**src/rtl/bridge2xheep_pkg.sv**
```systemverilog
// Shared definitions for the CW305 -> X-HEEP loader register front end.
// Holds the host register map, the STATUS bit positions, the 32-bit word
// type and a byte-lane select helper.
package bridge2xheep_pkg;

    typedef logic [31:0] word_t;

    // Host register offsets
    localparam logic [7:0] REG_ADDR   = 8'h00;
    localparam logic [7:0] REG_INSTR  = 8'h01;
    localparam logic [7:0] REG_STATUS = 8'h02;
    localparam logic [7:0] REG_LEVEL  = 8'h03;
    localparam logic [7:0] REG_WCNT   = 8'h04;

    // STATUS bit positions
    localparam int unsigned ST_BUSY      = 0;
    localparam int unsigned ST_ADDR_PEND = 1;
    localparam int unsigned ST_EMPTY     = 2;
    localparam int unsigned ST_FULL      = 3;
    localparam int unsigned ST_OVF       = 4;

    // Byte lane of a word (lane 0 = LSB)
    function automatic logic [7:0] byte_sel(input word_t w, input logic [1:0] lane);
        return w[{lane, 3'b000} +: 8];
    endfunction

endpackage

```
**src/rtl/bridge2xheep_instr_fifo.sv**
```systemverilog
// Synchronous instruction FIFO with a registered head word.
// Ports: clk/rst_n; push + wdata (write side); pop (read side, ignored when
// empty); full, empty, level, head (registered); empty_nxt_c (empty flag as
// it will be after this edge); push_ok_c (push accepted this cycle).
// A push while full is accepted only when a pop happens in the same cycle.
module bridge2xheep_instr_fifo
    import bridge2xheep_pkg::*;
#(
    parameter int unsigned DEPTH = 8,
    localparam int unsigned PTR_W = $clog2(DEPTH),
    localparam int unsigned LVL_W = PTR_W + 1
) (
    input  logic             clk,
    input  logic             rst_n,
    input  logic             push,
    input  word_t            wdata,
    input  logic             pop,
    output logic             full,
    output logic             empty,
    output logic [LVL_W-1:0] level,
    output word_t            head,
    output logic             empty_nxt_c,
    output logic             push_ok_c
);

    word_t             mem_q [DEPTH];
    word_t             mem_d [DEPTH];
    logic [PTR_W-1:0]  wr_ptr_q, wr_ptr_d;
    logic [PTR_W-1:0]  rd_ptr_q, rd_ptr_d;
    logic [PTR_W-1:0]  rd_nxt;
    logic [LVL_W-1:0]  level_q, level_d;
    logic              full_q, full_d;
    logic              empty_q, empty_d;
    word_t             head_q, head_d;
    logic              pop_ok;
    logic              push_ok;

    // Next-state: pointers, storage, level flags and head word
    always_comb begin
        mem_d    = mem_q;
        wr_ptr_d = wr_ptr_q;
        rd_ptr_d = rd_ptr_q;
        head_d   = head_q;
        rd_nxt   = rd_ptr_q + PTR_W'(1);
        pop_ok   = pop & ~empty_q;
        push_ok  = push & (~full_q | pop_ok);

        if (push_ok) begin
            mem_d[wr_ptr_q] = wdata;
            wr_ptr_d        = wr_ptr_q + PTR_W'(1);
        end
        if (pop_ok) begin
            rd_ptr_d = rd_nxt;
        end

        level_d = level_q + LVL_W'(push_ok) - LVL_W'(pop_ok);
        empty_d = (level_d == '0);
        full_d  = (level_d == LVL_W'(DEPTH));

        // Head tracks the oldest entry; an incoming word becomes head when
        // the queue is (or is about to be) otherwise empty.
        if (push_ok && (empty_q || (pop_ok && level_q == LVL_W'(1)))) begin
            head_d = wdata;
        end else if (pop_ok && level_q > LVL_W'(1)) begin
            head_d = mem_q[rd_nxt];
        end else if (pop_ok) begin
            head_d = '0;
        end
    end

    // Storage array carries no reset; validity is tracked by the pointers
    always_ff @(posedge clk) begin
        mem_q <= mem_d;
    end

    // Control state
    always_ff @(posedge clk or negedge rst_n) begin
        if (!rst_n) begin
            wr_ptr_q <= '0;
            rd_ptr_q <= '0;
            level_q  <= '0;
            full_q   <= 1'b0;
            empty_q  <= 1'b1;
            head_q   <= '0;
        end else begin
            wr_ptr_q <= wr_ptr_d;
            rd_ptr_q <= rd_ptr_d;
            level_q  <= level_d;
            full_q   <= full_d;
            empty_q  <= empty_d;
            head_q   <= head_d;
        end
    end

    assign full        = full_q;
    assign empty       = empty_q;
    assign level       = level_q;
    assign head        = head_q;
    assign empty_nxt_c = empty_d;
    assign push_ok_c   = push_ok;

endmodule

```
**src/rtl/bridge2xheep_regs.sv**
```systemverilog
// Host-side register front end of the CW305 -> X-HEEP loader.
// Assembles byte-wide host writes into a 32-bit load address and instruction
// words, queues instructions in a FIFO and hands both to the control unit,
// which retires them with active-low clear pulses.
// Ports: clk, rst_n (async active-low); host side reg_address/reg_bytecnt/
// reg_datai/reg_write/reg_read/reg_datao; control side busy,
// rst_new_addr_valid, rst_instr_valid, addr_valid/addr_data,
// instr_valid/instr_data.
// Build option: define BRIDGE_REGS_WCNT_EN to add the 32-bit accepted-push
// counter at offset 0x04; without it 0x04 reads 0.
module bridge2xheep_regs
    import bridge2xheep_pkg::*;
#(
    parameter int unsigned FIFO_DEPTH = 8,
    parameter word_t       RST_ADDR   = 32'h0
) (
    input  logic        clk,
    input  logic        rst_n,
    input  logic [7:0]  reg_address,
    input  logic [1:0]  reg_bytecnt,
    input  logic [7:0]  reg_datai,
    output logic [7:0]  reg_datao,
    input  logic        reg_write,
    input  logic        reg_read,
    input  logic        busy,
    input  logic        rst_new_addr_valid,
    input  logic        rst_instr_valid,
    output logic        addr_valid,
    output logic [31:0] addr_data,
    output logic        instr_valid,
    output logic [31:0] instr_data
);

    localparam int unsigned LVL_W = $clog2(FIFO_DEPTH) + 1;

    word_t             addr_stage_q, addr_stage_d;
    word_t             instr_stage_q, instr_stage_d;
    word_t             addr_data_q, addr_data_d;
    logic              addr_pend_q, addr_pend_d;
    logic              addr_valid_q, addr_valid_d;
    logic              ovf_q, ovf_d;
    logic [7:0]        reg_datao_q, reg_datao_d;
    word_t             reg_word_c;
    word_t             wcnt_word;

    logic              wr_addr, wr_instr, wr_status;
    logic              addr_commit, fifo_push, fifo_pop, fifo_push_ok;
    logic              fifo_full, fifo_empty, fifo_empty_nxt;
    logic [LVL_W-1:0]  fifo_level;
    word_t             fifo_head;

    // Host write decode; lane 3 commits the staged word
    assign wr_addr     = reg_write && (reg_address == REG_ADDR);
    assign wr_instr    = reg_write && (reg_address == REG_INSTR);
    assign wr_status   = reg_write && (reg_address == REG_STATUS);
    assign addr_commit = wr_addr && (reg_bytecnt == 2'd3);
    assign fifo_push   = wr_instr && (reg_bytecnt == 2'd3);
    assign fifo_pop    = ~rst_instr_valid;

    bridge2xheep_instr_fifo #(
        .DEPTH (FIFO_DEPTH)
    ) u_fifo (
        .clk         (clk),
        .rst_n       (rst_n),
        .push        (fifo_push),
        .wdata       (instr_stage_d),
        .pop         (fifo_pop),
        .full        (fifo_full),
        .empty       (fifo_empty),
        .level       (fifo_level),
        .head        (fifo_head),
        .empty_nxt_c (fifo_empty_nxt),
        .push_ok_c   (fifo_push_ok)
    );

    // Read-side register view
    always_comb begin
        reg_word_c = '0;
        case (reg_address)
            REG_ADDR:   reg_word_c = addr_data_q;
            REG_STATUS: begin
                reg_word_c[ST_BUSY]      = busy;
                reg_word_c[ST_ADDR_PEND] = addr_pend_q;
                reg_word_c[ST_EMPTY]     = fifo_empty;
                reg_word_c[ST_FULL]      = fifo_full;
                reg_word_c[ST_OVF]       = ovf_q;
            end
            REG_LEVEL:  reg_word_c = 32'(fifo_level);
            REG_WCNT:   reg_word_c = wcnt_word;
            default:    reg_word_c = '0;
        endcase
    end

    // Staging, address handshake, overflow flag and read-back byte
    always_comb begin
        addr_stage_d  = addr_stage_q;
        instr_stage_d = instr_stage_q;
        addr_data_d   = addr_data_q;
        addr_pend_d   = addr_pend_q;
        ovf_d         = ovf_q;
        reg_datao_d   = reg_datao_q;

        if (wr_addr) addr_stage_d[{reg_bytecnt, 3'b000} +: 8] = reg_datai;
        if (wr_instr) instr_stage_d[{reg_bytecnt, 3'b000} +: 8] = reg_datai;

        // A commit in the same cycle as the clear pulse keeps the address pending
        if (!rst_new_addr_valid) addr_pend_d = 1'b0;
        if (addr_commit) begin
            addr_data_d = addr_stage_d;
            addr_pend_d = 1'b1;
        end

        if (wr_status) begin
            ovf_d = 1'b0;
        end else if (fifo_push && !fifo_push_ok) begin
            ovf_d = 1'b1;
        end

        // Address is only offered once queued words have drained
        addr_valid_d = addr_pend_d & fifo_empty_nxt;

        if (reg_read) reg_datao_d = byte_sel(reg_word_c, reg_bytecnt);
    end

    always_ff @(posedge clk or negedge rst_n) begin
        if (!rst_n) begin
            addr_stage_q  <= '0;
            instr_stage_q <= '0;
            addr_data_q   <= RST_ADDR;
            addr_pend_q   <= 1'b0;
            addr_valid_q  <= 1'b0;
            ovf_q         <= 1'b0;
            reg_datao_q   <= '0;
        end else begin
            addr_stage_q  <= addr_stage_d;
            instr_stage_q <= instr_stage_d;
            addr_data_q   <= addr_data_d;
            addr_pend_q   <= addr_pend_d;
            addr_valid_q  <= addr_valid_d;
            ovf_q         <= ovf_d;
            reg_datao_q   <= reg_datao_d;
        end
    end

`ifdef BRIDGE_REGS_WCNT_EN
    // Accepted-push counter; any write to its offset clears it
    word_t wcnt_q, wcnt_d;

    always_comb begin
        wcnt_d = wcnt_q;
        if (reg_write && (reg_address == REG_WCNT)) begin
            wcnt_d = '0;
        end else if (fifo_push_ok) begin
            wcnt_d = wcnt_q + 32'd1;
        end
    end

    always_ff @(posedge clk or negedge rst_n) begin
        if (!rst_n) wcnt_q <= '0;
        else        wcnt_q <= wcnt_d;
    end

    assign wcnt_word = wcnt_q;
`else
    assign wcnt_word = '0;
`endif

    assign reg_datao   = reg_datao_q;
    assign addr_valid  = addr_valid_q;
    assign addr_data   = addr_data_q;
    assign instr_valid = ~fifo_empty;
    assign instr_data  = fifo_head;

endmodule

```
**config.mk**
```make
export PLATFORM = sky130hd
export DESIGN_NAME = bridge2xheep_regs
export DESIGN_NICKNAME = d
export VERILOG_FILES = /design/src/rtl/bridge2xheep_pkg.sv /design/src/rtl/bridge2xheep_instr_fifo.sv /design/src/rtl/bridge2xheep_regs.sv
export SDC_FILE = /design/constraint.sdc
export NUM_CORES = 1
export LEC_CHECK = 0
export CAP_MARGIN = 0
export CORE_ASPECT_RATIO = 0.5
export CORE_MARGIN = 10
export CORE_UTILIZATION = 43
export DETAILED_ROUTE_END_ITERATION = 12
export DONT_BUFFER_PORTS = 1
export SKIP_CTS_REPAIR_TIMING = 1
export SYNTH_ARGS = -nofsm -noshare
export SYNTH_HDL_FRONTEND = slang
export SYNTH_HIERARCHICAL = 1
export SYNTH_SLANG_ARGS = --single-unit
```
**constraint.sdc**
```tcl
create_clock -name clk -period 5.7 [get_ports clk]
set_clock_uncertainty 0.1 [all_clocks]
set_input_delay 1.14 -clock clk [delete_from_list [all_inputs] [get_ports clk]]
set_output_delay 1.14 -clock clk [all_outputs]
set_load 0.05 [all_outputs]
```
==> impl_metrics.env, run 1 <==
export IMPL_ys_flop_type="edfxtp_1"
export IMPL_num_vias=8580
export IMPL_p_int_mw=5.10
export IMPL_met3_usage_pct=3.01
export IMPL_synth_cell_area_um2=16000
export IMPL_insertion_delay_ps=530
export IMPL_reg2reg_depth=5
export IMPL_drtPass1Iterations=5
export IMPL_slew_viol_final=0
export IMPL_grt_use_met1_pct=23.8
export IMPL_power_frac_comb_pct=14.7
export IMPL_drt_iter0_markers=787
export IMPL_worstPathCellList="or4_1, nor3_1, and4b_1, o21ai_4, ha_1, inv_1, ha_1, fa_1, xor2_1, or3_1, nor2_1, and2_1"
export IMPL_maxSlewHeadroom_pct=26.1
export IMPL_async_flop_share_pct=35.8
export IMPL_core_area_um2=36300
export IMPL_post_route_cell_area_um2=17800
export IMPL_root_buffer="clkbuf_16"
export IMPL_die_width_um=293
export IMPL_ys_ff_latch=399
export IMPL_rsz0062_at_grt="false"
export IMPL_worst_pin_slew_ps=1090
export IMPL_critical_path_required_ps=6060
export IMPL_hold_viol_final=0
export IMPL_route_detailed_drc=0
export IMPL_setup_worst_path_start_class="input pin"
export IMPL_end_kind="flip-flop"
export IMPL_syn2layout_area_growth_pct=11.3
export IMPL_overflow=0
export IMPL_worstPathMaxFanout=9
export IMPL_syn_instance_count=931
export IMPL_worst_slack_ps=1640
export IMPL_first_global_vias=8545
export IMPL_wl_per_cell_um=27.1
export IMPL_diodes=0
export IMPL_setup_violations_final=0
export IMPL_arrival_ps=4420
export IMPL_io_buffers=0
export IMPL_hold_path_class="input pin to asynchronous set/reset pin"
export IMPL_grt_pass1_wl_um=58800
export IMPL_r2r_start="u_fifo/rd_ptr_q[0]"
export IMPL_synth_distinct_cells=52
export IMPL_drive_above_1_share_pct=17.4
export IMPL_max_stage_delay_ps=660
export IMPL_cts_inserted_buffers=37
export IMPL_reg2reg_slack_ps=2340
export IMPL_p_switching_mw=2.26
export IMPL_grt_max_degree=144
export IMPL_avgSynthCellArea_um2=17.1
export IMPL_r2r_end="u_fifo/head[10]"
export IMPL_setup_tns_ps=0
export IMPL_finalCritPeriodShare_pct=71.2
export IMPL_syn_nets=969
export IMPL_cts_clk_slew_worst_paths_ps=60
export IMPL_min_period_ps=4060
export IMPL_clockBufferDepth=3
export IMPL_top_usage_layer="met2"
export IMPL_h_tree_depth=2
export IMPL_cp_slowest_cell="or4_1"
export IMPL_crit_type="input pin to flip-flop"
export IMPL_cts_tree="built"
export IMPL_num_rows=49
export IMPL_finalNetCount=973
export IMPL_swShare_pct=30.7
export IMPL_ir_worst_vdd_uv=263
export IMPL_antenna_left=0
export IMPL_cts_sinks=399
export IMPL_use_met2_pct=27.4
export IMPL_outcome="finished, final reports clean"
export IMPL_track_usage_pct=17.1
export IMPL_final_cell_mix="edfxtp_1, dfrtp_1, nand2_1, mux4_2, o2bb2ai_1"
export IMPL_pwr_density_cell_nw_per_um2=413
export IMPL_whs_ps=209
export IMPL_vias_per_cell=5.93
export IMPL_dp_hpwl_um=24400
export IMPL_cap_violations=0
export IMPL_seq_area_frac_synth_pct=70.6
export IMPL_synth_warnings=6
export IMPL_path_common_cell="ha_1"
export IMPL_start_util_pct=44.0
export IMPL_utilization_pct=49.0
export IMPL_post_place_ws_ps=1140
export IMPL_place_gp_congestion=0.806
export IMPL_fillCellCount=2998
export IMPL_p_leak_nw=7.08
export IMPL_synth_edff_count=256
export IMPL_die_area_um2=45700
export IMPL_die_h_um=156
export IMPL_power_frac_clock_pct=33.5
export IMPL_postPlaceCellArea_um2=16600
export IMPL_final_common_cell="edfxtp_1"
export IMPL_io_pins=99
export IMPL_antenna_found_initial=0
export IMPL_totalWireLength_um=39200
export IMPL_p_seq_share_pct=51.8
export IMPL_max_freq_mhz=246
==> worst max path at each step <==
stage,from,endpoint,depth (start not counted)
final,reg_address[5],addr_valid,12
after detailed placement,reg_address[5],addr_valid,12
after global placement,reg_address[5],addr_valid,12
after floorplan,reg_address[5],u_fifo/mem_q[192],8
after CTS,reg_address[5],addr_valid,12
after global routing,reg_address[5],addr_valid,12
==> metrics by stage <==
stage | instances | total power [mW]
after floorplan | 931 | 4.64
after global placement | 1380 | 4.95
after detailed placement | 1380 | 4.97
after CTS | 1447 | 7.43
after global routing | 1447 | 7.63
final | 1447 | 7.35
==> synthesized netlist by cell type, drive strengths merged, types with 12 or more instances <==
cell type / n / area [um^2]
nand3: 12 / 65.1
nor2b: 21 / 131
a221o: 32 / 320
nand2: 66 / 248
o21ai: 20 / 111
a22o: 33 / 289
a21oi: 25 / 151
nor2: 21 / 78.8
ha: 12 / 150
mux4: 68 / 1580
a21o: 17 / 128
buf: 22 / 181
clkbuf: 35 / 131
edfxtp: 256 / 7690
dfrtp: 142 / 3550
nand2b: 12 / 77.6
inv: 18 / 67.6
o2bb2ai: 55 / 482
==> flip-flops by register name, summed over array words and instances (netlist names), 4 cells and up <==
signal / flops
reg_datao: 8
instr_stage_q: 32
u_fifo/level: 4
u_fifo/head: 32
u_fifo/mem_q: 256
addr_stage_q: 24
addr_data: 32
==> routing by layer <==
layer | routed length (um) | part of all wire [%] | vias up
li1 | - | - | 3694
met1 | 17500 | 45 | 4581
met2 | 18700 | 48 | 250
met3 | 2150 | 5.5 | 55
met4 | 893 | 2.3 | 0
met5 | 0 | 0 | -
==> area by class of cell <==
type | count | area [um^2] | area share, %
sequential | 399 | 11300 | 63.4
timing repair buffer | 22 | 215 | 1.21
inverter | 18 | 67.6 | 0.380
clock inverter | 10 | 108 | 0.605
clock buffer | 57 | 1100 | 6.20
multi-input combinational | 457 | 4410 | 24.8
tap | 484 | 606 | 3.41
==> cells by family (layout without fill, tap and decap cells) <==
logic type               Yosys count  count (layout)  share of synthesized area (%)
adder cells (fa/ha/maj)           13              13                           1.07
buffers and inverters             75             107                           2.38
AO/OA/AOI/OAI                    195             195                           9.84
flip-flops                       399             399                           70.6
AND/OR/NAND/NOR                  165             165                           5.28
multiplexers                      77              77                           10.5
XOR/XNOR                           7               7                          0.384
==> power by group through the flow <==
stage	logic (mW)	clock network [mW]	registers, mW
final	1.08	2.46	3.81
after global routing	1.16	2.64	3.83
after CTS	1.09	2.51	3.82
after detailed placement	1.09	0	3.88
after global placement	1.07	0	3.88
after floorplan	0.895	0	3.75
==> critical path: cells and delay by family <==
family                   cells  cell delay [ps]
AND/OR/NAND/NOR              6             1990
adder cells (fa/ha/maj)      3              900
XOR/XNOR                     1              180
AO/OA/AOI/OAI                1              170
buffers and inverters        1               40
Note: power is estimated with default switching activity, not from simulation.
==> run 2: changes to the inputs <==
Clock period 5.7 ns to 4 ns, I/O delays scaled along.
==> impl_metrics.env, run 2 (same netlist as run 1, synthesis figures left out) <==
export IMPL_worstPathMaxFanout=2
export IMPL_slew_viol_final=0
export IMPL_drtPass1Iterations=5
export IMPL_drive_above_1_share_pct=18.5
export IMPL_dp_hpwl_um=23100
export IMPL_whs_ps=-128
export IMPL_reg2reg_depth=10
export IMPL_critical_path_required_ps=4370
export IMPL_outcome="finished, violations left"
export IMPL_vias_per_cell=5.84
export IMPL_grt_use_met1_pct=22.7
export IMPL_pwr_density_cell_nw_per_um2=585
export IMPL_crit_type="input pin to flip-flop"
export IMPL_utilization_pct=49.3
export IMPL_p_leak_nw=7.14
export IMPL_antenna_left=0
export IMPL_setup_violations_final=0
export IMPL_wl_per_cell_um=26.2
export IMPL_drt_iter0_markers=764
export IMPL_min_period_ps=3330
export IMPL_die_width_um=293
export IMPL_cts_inserted_buffers=37
export IMPL_cp_slowest_cell="or4_1"
export IMPL_finalNetCount=987
export IMPL_overflow=0
export IMPL_io_pins=99
export IMPL_start_util_pct=44.0
export IMPL_met3_usage_pct=5.31
export IMPL_cts_tree="built"
export IMPL_totalWireLength_um=38300
export IMPL_worstPathCellList="or4_1, nor3_1, and4b_1, o21ai_4, ha_1, inv_1, ha_1, fa_1, xor2_1, or3_1, nor2_1, and2_1"
export IMPL_cap_violations=0
export IMPL_total_power_mw=10.5
export IMPL_hold_path_class="input pin to asynchronous set/reset pin"
export IMPL_setup_worst_path_start_class="input pin"
export IMPL_route_detailed_drc=0
export IMPL_grt_max_degree=144
export IMPL_max_stage_delay_ps=530
export IMPL_core_area_um2=36300
export IMPL_num_rows=49
export IMPL_first_global_vias=8758
export IMPL_worst_pin_slew_ps=1000
export IMPL_hold_viol_final=142
export IMPL_grt_pass1_wl_um=57200
export IMPL_num_vias=8542
export IMPL_place_gp_congestion=0.800
export IMPL_insertion_delay_ps=530
export IMPL_setup_tns_ps=0
export IMPL_antenna_found_initial=0
export IMPL_final_common_cell="edfxtp_1"
export IMPL_r2r_end="addr_valid"
export IMPL_cts_sinks=399
export IMPL_h_tree_depth=2
export IMPL_r2r_start="u_fifo/empty"
export IMPL_maxSlewHeadroom_pct=33.2
export IMPL_path_common_cell="ha_1"
export IMPL_reg2reg_slack_ps=1120
export IMPL_syn2layout_area_growth_pct=12.0
export IMPL_regMostFlops="u_fifo/mem_q"
export IMPL_max_freq_mhz=300
export IMPL_top_usage_layer="met2"
export IMPL_root_buffer="clkbuf_16"
export IMPL_die_h_um=156
export IMPL_end_kind="flip-flop"
export IMPL_clockBufferDepth=3
export IMPL_ir_worst_vdd_uv=586
export IMPL_rsz0062_at_grt="false"
export IMPL_io_buffers=0
export IMPL_die_area_um2=45700
export IMPL_violations="hold timing"
export IMPL_arrival_ps=3700
export IMPL_track_usage_pct=16.6
export IMPL_largest_register_ffs=256
export IMPL_cts_clk_slew_worst_paths_ps=60
export IMPL_final_cell_mix="edfxtp_1, dfrtp_1, nand2_1, mux4_2, o2bb2ai_1"
export IMPL_finalCritPeriodShare_pct=83.3
export IMPL_use_met2_pct=25.7
-- run 2: worst max-delay path by stage --
stage                         from                 to  cells after the start
finish              reg_address[5]         addr_valid                     12
global route        reg_address[5]         addr_valid                     12
CTS                 reg_address[5]         addr_valid                     12
detailed placement  reg_address[5]         addr_valid                     12
global placement    reg_address[5]         addr_valid                     12
floorplan           reg_address[5]  u_fifo/mem_q[100]                      6
-- run 2: routing by layer --
| metal | part of all wire, % | routed length (um) |
|---|---|---|
| met2 | 45 | 17400 |
| met5 | 0 | 0 |
| met4 | 1.4 | 536 |
| met3 | 8.6 | 3280 |
| met1 | 45 | 17100 |
-- run 2: through the flow --
step | setup WS, ps | instances | hold WS (ps) | area (um^2)
floorplan | -933 | 931 | 349 | 16000
global placement | 228 | 1394 | 365 | 16700
detailed placement | 123 | 1394 | 367 | 16700
CTS | 675 | 1461 | -155 | 17900
global route | 540 | 1461 | -153 | 17900
finish | 666 | 1462 | -128 | 17900
-- run 2: cell type report --
type | instances | area (um^2)
tap | 484 | 606
sequential | 399 | 11300
antenna | 1 | 2.50
fill | 2975 | 18400
clock inverter | 13 | 154
timing repair buffer | 36 | 358
clock buffer | 54 | 1020
multi-input combinational | 457 | 4400
inverter | 18 | 67.6
-- run 2: where the power goes --
| part | switching, mW | internal [mW] | leakage, nW | total [mW] |
|---|---|---|---|---|
| Sequential | 0.811 | 4.55 | 4.82 | 5.36 |
| Clock | 1.50 | 1.98 | 0.572 | 3.48 |
| Combinational | 0.904 | 0.705 | 1.74 | 1.61 |
-- run 2: critical path: cells and delay by family --
kind	cells	cell delay (ps)
buffers and inverters	1	40
AO/OA/AOI/OAI	1	90
XOR/XNOR	1	180
adder cells (fa/ha/maj)	3	860
AND/OR/NAND/NOR	6	1720
